$ cat config.mk
export PLATFORM = sky130hd
export DESIGN_NAME = az_mem_responder_flat
export DESIGN_NICKNAME = d
export VERILOG_FILES = /design/src/rtl/az_pkg.sv /design/src/rtl/az_mem_responder_if.sv /design/src/rtl/az_bram.sv /design/src/rtl/az_mem_responder.sv /design/src/flat_wrapper.sv
export SDC_FILE = /design/constraint.sdc
export NUM_CORES = 2
export LEC_CHECK = 0
export ABC_AREA = 1
export BUFFER_PORTS_ARGS = -buffer_cell sky130_fd_sc_hd__buf_4
export CAP_MARGIN = 25
export CORE_MARGIN = 8
export CORE_UTILIZATION = 40
export DETAILED_ROUTE_END_ITERATION = 6
export PLACE_DENSITY_LB_ADDON = 0.25
export SLEW_MARGIN = 25
export SYNTH_ARGS = -nofsm -noshare
export SYNTH_HDL_FRONTEND = slang
export SYNTH_MEMORY_MAX_BITS = 65536
export SYNTH_SLANG_ARGS = --single-unit
$ cat constraint.sdc
create_clock -name clk_i -period 4.3 [get_ports clk_i]
set_input_delay 0.43 -clock clk_i [delete_from_list [all_inputs] [get_ports clk_i]]
set_output_delay 0.43 -clock clk_i [all_outputs]
set_load 0.01 [all_outputs]
$ cat src/rtl/az_pkg.sv
// Shared definitions for the az_*/za_* request interface and its on-chip responder.
package az_pkg;

  localparam int unsigned AZ_ADDR_W = 22;
  localparam int unsigned AZ_DATA_W = 16;
  localparam int unsigned AZ_BE_W   = 2;

  typedef enum logic [0:0] {
    ST_IDLE = 1'b0,
    ST_WAIT = 1'b1
  } az_resp_state_t;

  function automatic logic az_req_present(input logic cs, input logic rd_n, input logic wr_n);
    return cs & (~rd_n | ~wr_n);
  endfunction

endpackage

$ cat src/rtl/az_mem_responder_if.sv
// Request/response bundle between an az_* initiator and a responder such as az_mem_responder.
interface az_mem_responder_if
  import az_pkg::*;
#(
  parameter int unsigned ADDR_W = AZ_ADDR_W,
  parameter int unsigned DATA_W = AZ_DATA_W,
  parameter int unsigned BE_W   = AZ_BE_W
) ();

  logic              az_cs;
  logic              az_rd_n;
  logic              az_wr_n;
  logic [BE_W-1:0]   az_be_n;
  logic [ADDR_W-1:0] az_addr;
  logic [DATA_W-1:0] az_data;
  logic              za_valid;
  logic [DATA_W-1:0] za_data;
  logic              za_wait;

  modport master (
    output az_cs, az_rd_n, az_wr_n, az_be_n, az_addr, az_data,
    input  za_valid, za_data, za_wait
  );

  modport slave (
    input  az_cs, az_rd_n, az_wr_n, az_be_n, az_addr, az_data,
    output za_valid, za_data, za_wait
  );

endinterface

$ cat src/rtl/az_bram.sv
// Single-port byte-enabled RAM with a registered read; storage is never reset.
module az_bram #(
  parameter int unsigned DATA_W     = 16,
  parameter int unsigned BE_W       = 2,
  parameter int unsigned DEPTH_LOG2 = 8
) (
  input  logic                  clk_i,
  input  logic                  reset_i,
  input  logic                  we_i,
  input  logic                  re_i,
  input  logic [BE_W-1:0]       be_i,
  input  logic [DEPTH_LOG2-1:0] addr_i,
  input  logic [DATA_W-1:0]     wdata_i,
  output logic [DATA_W-1:0]     rdata_o,
  output logic                  rvalid_o
);

  localparam int unsigned Depth = 1 << DEPTH_LOG2;

  logic [DATA_W-1:0] mem_q [Depth];
  logic [DATA_W-1:0] rdata_q;
  logic              rvalid_q;

  always_ff @(posedge clk_i) begin
    if (we_i) begin
      for (int b = 0; b < int'(BE_W); b++) begin
        if (be_i[b]) begin
          mem_q[addr_i][8*b +: 8] <= wdata_i[8*b +: 8];
        end
      end
    end
  end

  // Output register holds its value between reads so za_data stays stable.
  always_ff @(posedge clk_i) begin
    if (reset_i) begin
      rdata_q  <= '0;
      rvalid_q <= 1'b0;
    end else begin
      rvalid_q <= re_i;
      if (re_i) begin
        rdata_q <= mem_q[addr_i];
      end
    end
  end

  assign rdata_o  = rdata_q;
  assign rvalid_o = rvalid_q;

endmodule

$ cat src/rtl/az_mem_responder.sv
// BRAM-backed az_* responder with programmable wait-states, read latency and a sticky
// protocol-error flag for simultaneous read/write requests.
module az_mem_responder
  import az_pkg::*;
#(
  parameter int unsigned ADDR_W      = AZ_ADDR_W,
  parameter int unsigned DATA_W      = AZ_DATA_W,
  parameter int unsigned BE_W        = AZ_BE_W,
  parameter int unsigned DEPTH_LOG2  = 8,
  parameter int unsigned WAIT_CYCLES = 1,
  parameter int unsigned RD_LATENCY  = 2
) (
  input  logic               clk_i,
  input  logic               reset_i,
  az_mem_responder_if.slave  bus_io,
  output logic               proto_err_o
);

  localparam logic [0:0] StIdle   = ST_IDLE;
  localparam logic [0:0] StWait   = ST_WAIT;
  localparam logic [3:0] WaitLoad = 4'(WAIT_CYCLES);
  localparam bit         HasWait  = (WAIT_CYCLES != 0);

  logic [0:0] state_q, state_d;
  logic [3:0] cnt_q, cnt_d;
  logic       za_wait_q;
  logic       proto_err_q;

  logic req, illegal, accept, rd_acc, wr_acc;
  logic [DATA_W-1:0] bram_data;
  logic              bram_vld;

  // Upper address bits only alias onto the same storage.
  logic unused_addr_hi;
  assign unused_addr_hi = ^bus_io.az_addr[ADDR_W-1:DEPTH_LOG2];

  assign req     = az_req_present(bus_io.az_cs, bus_io.az_rd_n, bus_io.az_wr_n);
  assign illegal = bus_io.az_cs & ~bus_io.az_rd_n & ~bus_io.az_wr_n;
  assign accept  = req & ~illegal & ~za_wait_q & ~reset_i;
  assign rd_acc  = accept & ~bus_io.az_rd_n;
  assign wr_acc  = accept & ~bus_io.az_wr_n;

  always_comb begin
    state_d = state_q;
    cnt_d   = cnt_q;
    unique case (state_q)
      StIdle: begin
        if (accept && HasWait) begin
          state_d = StWait;
          cnt_d   = WaitLoad;
        end
      end
      StWait: begin
        if (cnt_q == 4'd1) begin
          state_d = StIdle;
          cnt_d   = '0;
        end else begin
          cnt_d = cnt_q - 4'd1;
        end
      end
      default: begin
        state_d = StIdle;
        cnt_d   = '0;
      end
    endcase
  end

  // za_wait sits high in reset so no request is taken before the first idle edge.
  always_ff @(posedge clk_i) begin
    if (reset_i) begin
      state_q     <= StIdle;
      cnt_q       <= '0;
      za_wait_q   <= 1'b1;
      proto_err_q <= 1'b0;
    end else begin
      state_q   <= state_d;
      cnt_q     <= cnt_d;
      za_wait_q <= (state_d == StWait);
      if (illegal && !za_wait_q) begin
        proto_err_q <= 1'b1;
      end
    end
  end

  az_bram #(
    .DATA_W     (DATA_W),
    .BE_W       (BE_W),
    .DEPTH_LOG2 (DEPTH_LOG2)
  ) u_bram (
    .clk_i    (clk_i),
    .reset_i  (reset_i),
    .we_i     (wr_acc),
    .re_i     (rd_acc),
    .be_i     (~bus_io.az_be_n),
    .addr_i   (bus_io.az_addr[DEPTH_LOG2-1:0]),
    .wdata_i  (bus_io.az_data),
    .rdata_o  (bram_data),
    .rvalid_o (bram_vld)
  );

  if (RD_LATENCY == 1) begin : g_direct
    assign bus_io.za_valid = bram_vld;
    assign bus_io.za_data  = bram_data;
  end else begin : g_pipe
    localparam int unsigned Stages = RD_LATENCY - 1;

    logic [Stages-1:0] vld_q;
    logic [DATA_W-1:0] data_q [Stages];

    // Each data stage loads only behind a valid so the output holds between reads.
    always_ff @(posedge clk_i) begin
      if (reset_i) begin
        vld_q <= '0;
        for (int i = 0; i < int'(Stages); i++) begin
          data_q[i] <= '0;
        end
      end else begin
        vld_q[0] <= bram_vld;
        if (bram_vld) begin
          data_q[0] <= bram_data;
        end
        for (int i = 1; i < int'(Stages); i++) begin
          vld_q[i] <= vld_q[i-1];
          if (vld_q[i-1]) begin
            data_q[i] <= data_q[i-1];
          end
        end
      end
    end

    assign bus_io.za_valid = vld_q[Stages-1];
    assign bus_io.za_data  = data_q[Stages-1];
  end

  assign bus_io.za_wait = za_wait_q;
  assign proto_err_o    = proto_err_q;

endmodule

$ cat src/flat_wrapper.sv
// flat-port wrapper written by rule: the top's interface ports become plain ports
module az_mem_responder_flat import az_pkg::*;
#(
  parameter int unsigned ADDR_W      = AZ_ADDR_W,
  parameter int unsigned DATA_W      = AZ_DATA_W,
  parameter int unsigned BE_W        = AZ_BE_W,
  parameter int unsigned DEPTH_LOG2  = 8,
  parameter int unsigned WAIT_CYCLES = 1,
  parameter int unsigned RD_LATENCY  = 2
)
  (clk_i, reset_i, proto_err_o, bus_io_az_cs, bus_io_az_rd_n, bus_io_az_wr_n, bus_io_az_be_n, bus_io_az_addr, bus_io_az_data, bus_io_za_valid, bus_io_za_data, bus_io_za_wait);
  az_mem_responder_if #(.ADDR_W(ADDR_W), .DATA_W(DATA_W), .BE_W(BE_W)) bus_io_i ();
  input  logic clk_i;
  input  logic reset_i;
  output logic proto_err_o;
  input wire logic [$bits(bus_io_i.az_cs)-1:0] bus_io_az_cs;
  input wire logic [$bits(bus_io_i.az_rd_n)-1:0] bus_io_az_rd_n;
  input wire logic [$bits(bus_io_i.az_wr_n)-1:0] bus_io_az_wr_n;
  input wire logic [$bits(bus_io_i.az_be_n)-1:0] bus_io_az_be_n;
  input wire logic [$bits(bus_io_i.az_addr)-1:0] bus_io_az_addr;
  input wire logic [$bits(bus_io_i.az_data)-1:0] bus_io_az_data;
  output wire logic [$bits(bus_io_i.za_valid)-1:0] bus_io_za_valid;
  output wire logic [$bits(bus_io_i.za_data)-1:0] bus_io_za_data;
  output wire logic [$bits(bus_io_i.za_wait)-1:0] bus_io_za_wait;
  assign bus_io_i.az_cs = bus_io_az_cs;
  assign bus_io_i.az_rd_n = bus_io_az_rd_n;
  assign bus_io_i.az_wr_n = bus_io_az_wr_n;
  assign bus_io_i.az_be_n = bus_io_az_be_n;
  assign bus_io_i.az_addr = bus_io_az_addr;
  assign bus_io_i.az_data = bus_io_az_data;
  assign bus_io_za_valid = bus_io_i.za_valid;
  assign bus_io_za_data = bus_io_i.za_data;
  assign bus_io_za_wait = bus_io_i.za_wait;
  az_mem_responder #(.ADDR_W(ADDR_W), .DATA_W(DATA_W), .BE_W(BE_W), .DEPTH_LOG2(DEPTH_LOG2), .WAIT_CYCLES(WAIT_CYCLES), .RD_LATENCY(RD_LATENCY)) u_core (.clk_i(clk_i), .reset_i(reset_i), .bus_io(bus_io_i), .proto_err_o(proto_err_o));
endmodule
Word level (Yosys, flattened, before mapping)
Memories as Yosys holds them, arrays and structs flattened. A register that Yosys moved wholly into a read port is not among the register bits. Index checks and enable logic that the tools add are counted.

$add $sub $neg: 1. $mul: 0. Div/mod/pow operators: 0. Order comparisons: 0. Equal/unequal tests: 2. Shifts and indexed selects: 0. Mux-type cells: 19. Bitwise operators: 16. Reductions and logical operators: 3.

Operator list (count): $mux W16 (1); $reduce_or A16 Y1 (1); $mux W1 (14); $and A1 B1 Y1 (8); $mux W4 (2); $pmux W4 S2 (1); $not A1 Y1 (6); $eq A4 B1 Y1 const B (1); $sub A4 B1 Y4 const B (1); $ne A2 B1 Y1 const B (1); $not A2 Y2 (1); $pmux W1 S2 (1); $logic_and A1 B1 Y1 (1); $logic_not A1 Y1 (1); $or A1 B1 Y1 (1).

Register bits: 9. Bits in latches: 0. RAM bits: 4112. ROM bits: 0. Output and inout port bits: 19. Logic and storage cells: 49. Memories kept: 2.

Memories: u_core.u_bram.mem_q (words 256, bits a word 16, rd ports 1, clocked after memory_dff 1, wr ports 1, RTL line az_bram.sv:20) `logic [DATA_W-1:0] mem_q [Depth];`; u_core.g_pipe.data_q (words 1, bits a word 16, rd ports 1, clocked after memory_dff 0, wr ports 1, RTL line az_mem_responder.sv:108) `logic [DATA_W-1:0] data_q [Stages];`.

Longest topological paths before layout
Depth in word-level cells: 10. Depth in mapped cells: 19. Mapped depth without buffers: 15.

By module
A second synthesis with hierarchy kept.

Cells, all modules: 15861. Area, all modules: 170436.0 sq um.

By module, submodules not included: az_bram (times used 1, cells each 15751, area an instance 169401.2 sq um, seq. area each 123338.3 sq um); az_mem_responder (times used 1, cells each 110, area an instance 1034.7 sq um, seq. area each 640.6 sq um).

Worst setup path after synthesis
Ideal clock, no wire load.

Kind: input -> register. Start point: in bus_io_az_cs. End point: mem u_core.u_bram.mem_q[178][0] (enable). Arrival time: 2.256 ns. Required time: 3.917 ns. Slack: 1.661 ns. Stages: 9. Buffers on the path: 3. Cell sequence: inv_1 > nor3_1 > nor4_2 > nand2_1 > or2_2 > clkbuf_1 > buf_2 > buf_1 > nor3_1.

Cells in the longest elaborated chain, start to end: 9. Elaborated cells between the ends (all ways): 10. Those cells by class: mux (2); bitwise (8).

RTL lines: from (decl) (RTL line flat_wrapper.sv:16) `input wire logic [$bits(bus_io_i.az_cs)-1:0] bus_io_az_cs;`; $and A1 B1 Y1 (2 in series) (RTL line az_mem_responder.sv:38) `assign illegal = bus_io.az_cs & ~bus_io.az_rd_n & ~bus_io.az_wr_n;`; $not A1 Y1 (RTL line az_mem_responder.sv:39) `assign accept = req & ~illegal & ~za_wait_q & ~reset_i;`; $and A1 B1 Y1 * (3 in series) (RTL line az_mem_responder.sv:39); $and A1 B1 Y1 * (RTL line az_mem_responder.sv:41) `assign wr_acc = accept & ~bus_io.az_wr_n;`; $mux W1 * (RTL line az_bram.sv:25) `if (we_i) begin`; $mux W1 (not written as such) * (RTL line az_bram.sv:28) `mem_q[addr_i][8*b +: 8] <= wdata_i[8*b +: 8];`; to (decl) (RTL line az_bram.sv:20).

Mark *: on every way between the ends. The rest lies on a longest branch, timed or not.

Worst setup path in the final report
Start point: reg u_core.za_wait_q (netlist: u_core.bus_io.za_wait). End point: mem u_core.u_bram.mem_q[213][15] (enable).

Cells in the longest elaborated chain, start to end: 6.

RTL lines: from (decl) (RTL line az_mem_responder.sv:26) `logic za_wait_q;`; from (signal assigned) (RTL line az_mem_responder.sv:78) `za_wait_q <= (state_d == StWait);`; $not A1 Y1 (RTL line az_mem_responder.sv:39); $and A1 B1 Y1 (2 in series) (RTL line az_mem_responder.sv:39); $and A1 B1 Y1 (RTL line az_mem_responder.sv:41); $mux W1 (RTL line az_bram.sv:25); $mux W1 (not written as such) (RTL line az_bram.sv:28).

Every way passes these cells.

==> results.md <==
* Status: complete, but fails checks
* Violated checks: DRC
* Multi-input gate area at 40140 um2
* Tcrit/Tclk final at 78.30%
* Slew @ Worst Pin at 1108 ps
* Slew headroom at 26.16%
* Yosys top cell by area: edfxtp_1
* Nets at 15440
* Initial core utilization at 40.22%
* Worst R2R Start: u_core.bus_io.za_wait
* Vias in the first global route at 105531
* Core Util, Final at 46.24%
* Seq/Total Area, Yosys at 73.94%
* Synth top area cells: edfxtp_1 74%, nand2_1 17%, nor3_1 1.5%
* Ys flop type: edfxtp_1
* # H-tree levels at 5
* Final WS setup at 932.9 ps
* Crit Reg-Reg Endpoint: u_core.u_bram.mem_q[213][15]
* Post-DP HPWL at 288300 um
* Sink Count at 4137
* Vias per Instance at 5.204
* Tmin final at 3367 ps
* Final Power at 85330 uW
* Gpl congestion at 0.8488
* Post-route insts no fill at 21251
* Mapped Area at 167700 um2
* Fillers at 37614
* Max IR drop VDD at 0.3502 mV
* Initial DRC Count at 11573
* Synth warnings at 0
* FF+latch area at 124000 um2
* Routed Antenna Nets at 0
* CTS Root Cell: clkbuf_16
* Die Wd at 663.5 um
* Pin count of the biggest net entering global routing at 166
* Endpoints failing setup at 0
* CTS tree: done
* Gate Count Post-Synth at 14951
* Worst skew pair latency at 980 ps
* Final setup skew at 57.68 ps
* EDFF count, synth at 4112
* Leak Pwr at 0.07200 uW
* Synth Area per Inst at 11.22 um2
* PostCTS Resize Cnt at 0
* Worst Path Max Fanout at 45
* Pre-CTS WS at 443.8 ps
* Final WL at 495000 um
* Power Density at 442.6 nW/um2
* Die Y at 663.5 um
* First-pass GRT wire length at 718500 um
* Layout cell share with drive strength beyond 1 at 9.855%
* DIE AREA at 440200 um2
* Area Overhead vs Synth at 14.98%
* Synth Register Bits at 4137
* Setup crit end kind: flop
* Slew Limit Fails at 0
* Num CTS Buffers at 433
* Startpoint types: flop
* GRT Util Overall at 21.67%
* Setup CP Type: reg2reg
* WP data arrival at 4050 ps
* DRC errors left at 4
* R2R Setup Slk at 930 ps
* DRT Pass-1 Iters at 7
* Synthesized Nets at 14998
* CP Capture Point: u_core.u_bram.mem_q[213][15]
* Fmax at 0.2970 GHz
* Min-Delay Path Class: in2reg
* RSZ-0062 raised after global routing: no
* PortBufs at 49
* Fin. Hold Viols at 0
* Total gr overflow at 0
* Via count at 110594
* Dpl cells at 20438
* Clock buffer depth at 4
* Synth top area share at 73.64%
* Drt wl/cell at 23.29 um
* Initial antenna violation count at 25
* Cell count of the worst reg-to-reg path at 8
* I/O pins at 64
* WP data required at 4980 ps
* CP startpoint: u_core.bus_io.za_wait
* Async SR Flop Fraction at 0%
* Clock-pin slew on the worst setup and hold paths at 60 ps
* Max-cap viol count at 0
* Area of the core at 416900 um2
* Synth unique cells at 28
* FP Rows at 237
## worst max-delay path: stages, from the launching register on
cell	delay [ps]
dfxtp_1	330
nor4_2	400
nand2_1	160
buf_4	230
or2_4	580
buf_4	320
buf_4	210
nor3_1	570
buf_4	260
## worst min path at each step
stage	depth (start not counted)	startpoint	end
after floorplan	2	u_core.u_bram.rvalid_o	u_core.bus_io.za_valid
after global placement	1	u_core.proto_err_o	u_core.proto_err_o
after detailed placement	1	u_core.proto_err_o	u_core.proto_err_o
after CTS	1	bus_io_az_data[8]	u_core.u_bram.mem_q[172][8]
after global routing	1	bus_io_az_data[4]	u_core.u_bram.mem_q[221][4]
final	1	bus_io_az_data[4]	u_core.u_bram.mem_q[221][4]
## layout make-up
| type | instances | share of cell area, % |
|---|---|---|
| Sequential cell | 4137 | 64.30 |
| Multi-Input combinational cell | 9889 | 20.82 |
| Clock buffer | 554 | 5.944 |
| Timing Repair Buffer | 877 | 4.168 |
| Tap cell | 5497 | 3.567 |
| Clock inverter | 237 | 1.064 |
| Inverter | 55 | 0.1285 |
| Antenna cell | 5 | 0.006489 |
## state kept, by name, summed over array words and instances, names as in the netlist
name,flops
u_core.bus_io.za_valid,1
u_core.u_bram.mem_q,4096
u_core.g_pipe.data_q,16
u_core.proto_err_o,1
u_core.state_q,1
u_core.u_bram.rvalid_o,1
u_core.bus_io.za_wait,1
u_core.cnt_q,4
u_core.u_bram.rdata_o,16
## cells by family after synthesis
logic type,after synthesis,share of synthesized area (%)
buffers and inverters,925,2.500
flip-flops,4137,73.94
adder cells (fa/ha/maj),2,0.01492
AND/OR/NAND/NOR,9343,21.92
AO/OA/AOI/OAI,544,1.633
## stage by stage
stage | hold WS (ps) | instance area (um2) | setup TNS [ps]
after floorplan | 421.9 | 167700 | 0
after global placement | 469.3 | 178700 | -413.6
after detailed placement | 470.1 | 179100 | 0
after CTS | 26.76 | 192800 | 0
after global routing | 48.14 | 192800 | 0
final | 43.85 | 192800 | 0
## layer usage
| layer | routed length (um) | GRT usage (%) |
|---|---|---|
| met5 | 74 | 0 |
| met4 | 20220 | 8.039 |
| met2 | 229300 | 34.99 |
| met1 | 206800 | 29.63 |
| met3 | 38470 | 3.436 |
## layout by cell type (no fill, tap or decap), types with 3 or more instances in the layout
master	count
a21oi_1	249
a22oi_1	4
buf_12	102
buf_4	739
buf_8	18
bufinv_16	31
clkbuf_1	113
clkbuf_16	441
clkinv_1	123
clkinv_16	3
clkinv_2	63
clkinv_4	3
clkinv_8	7
clkinvlp_4	3
dfxtp_1	25
diode_2	5
dlygate4sd3_1	17
edfxtp_1	4112
inv_1	44
inv_16	4
inv_6	6
inv_8	3
nand2_1	7634
nand2_2	9
nand2_4	18
nand3_1	242
nand4_1	273
nor2_1	637
nor2_2	3
nor2_4	7
nor3_1	431
nor3_2	85
o21ai_0	77
o21ai_1	212
## where the power goes
group	total [uW]	internal [uW]	switching (uW)
combinational	4900	1110	3790
clock	36100	20600	15500
sequential	44300	44300	8.06
## Yosys cell counts (2+ instances only)
cell,n
a22oi_1,4
ha_1,2
buf_1,134
dfxtp_1,25
nand4_1,273
a21oi_1,249
edfxtp_1,4112
clkbuf_1,218
o21ai_1,212
inv_1,48
clkinv_1,4
nor2_1,643
nor2_2,2
buf_2,504
nor2_4,2
o21ai_0,77
nand3_1,242
or2_2,2
buf_4,5
nor3_1,516
inv_2,2
buf_6,9
nand2_1,7661
## what timing repair did
| action | CTS | global route |
|---|---|---|
| setup buffers | 0 | 0 |
| hold buffers | 17 | 0 |
| hold endpoints to repair | 425 | 0 |
Power figures use the tool's default switching activity.
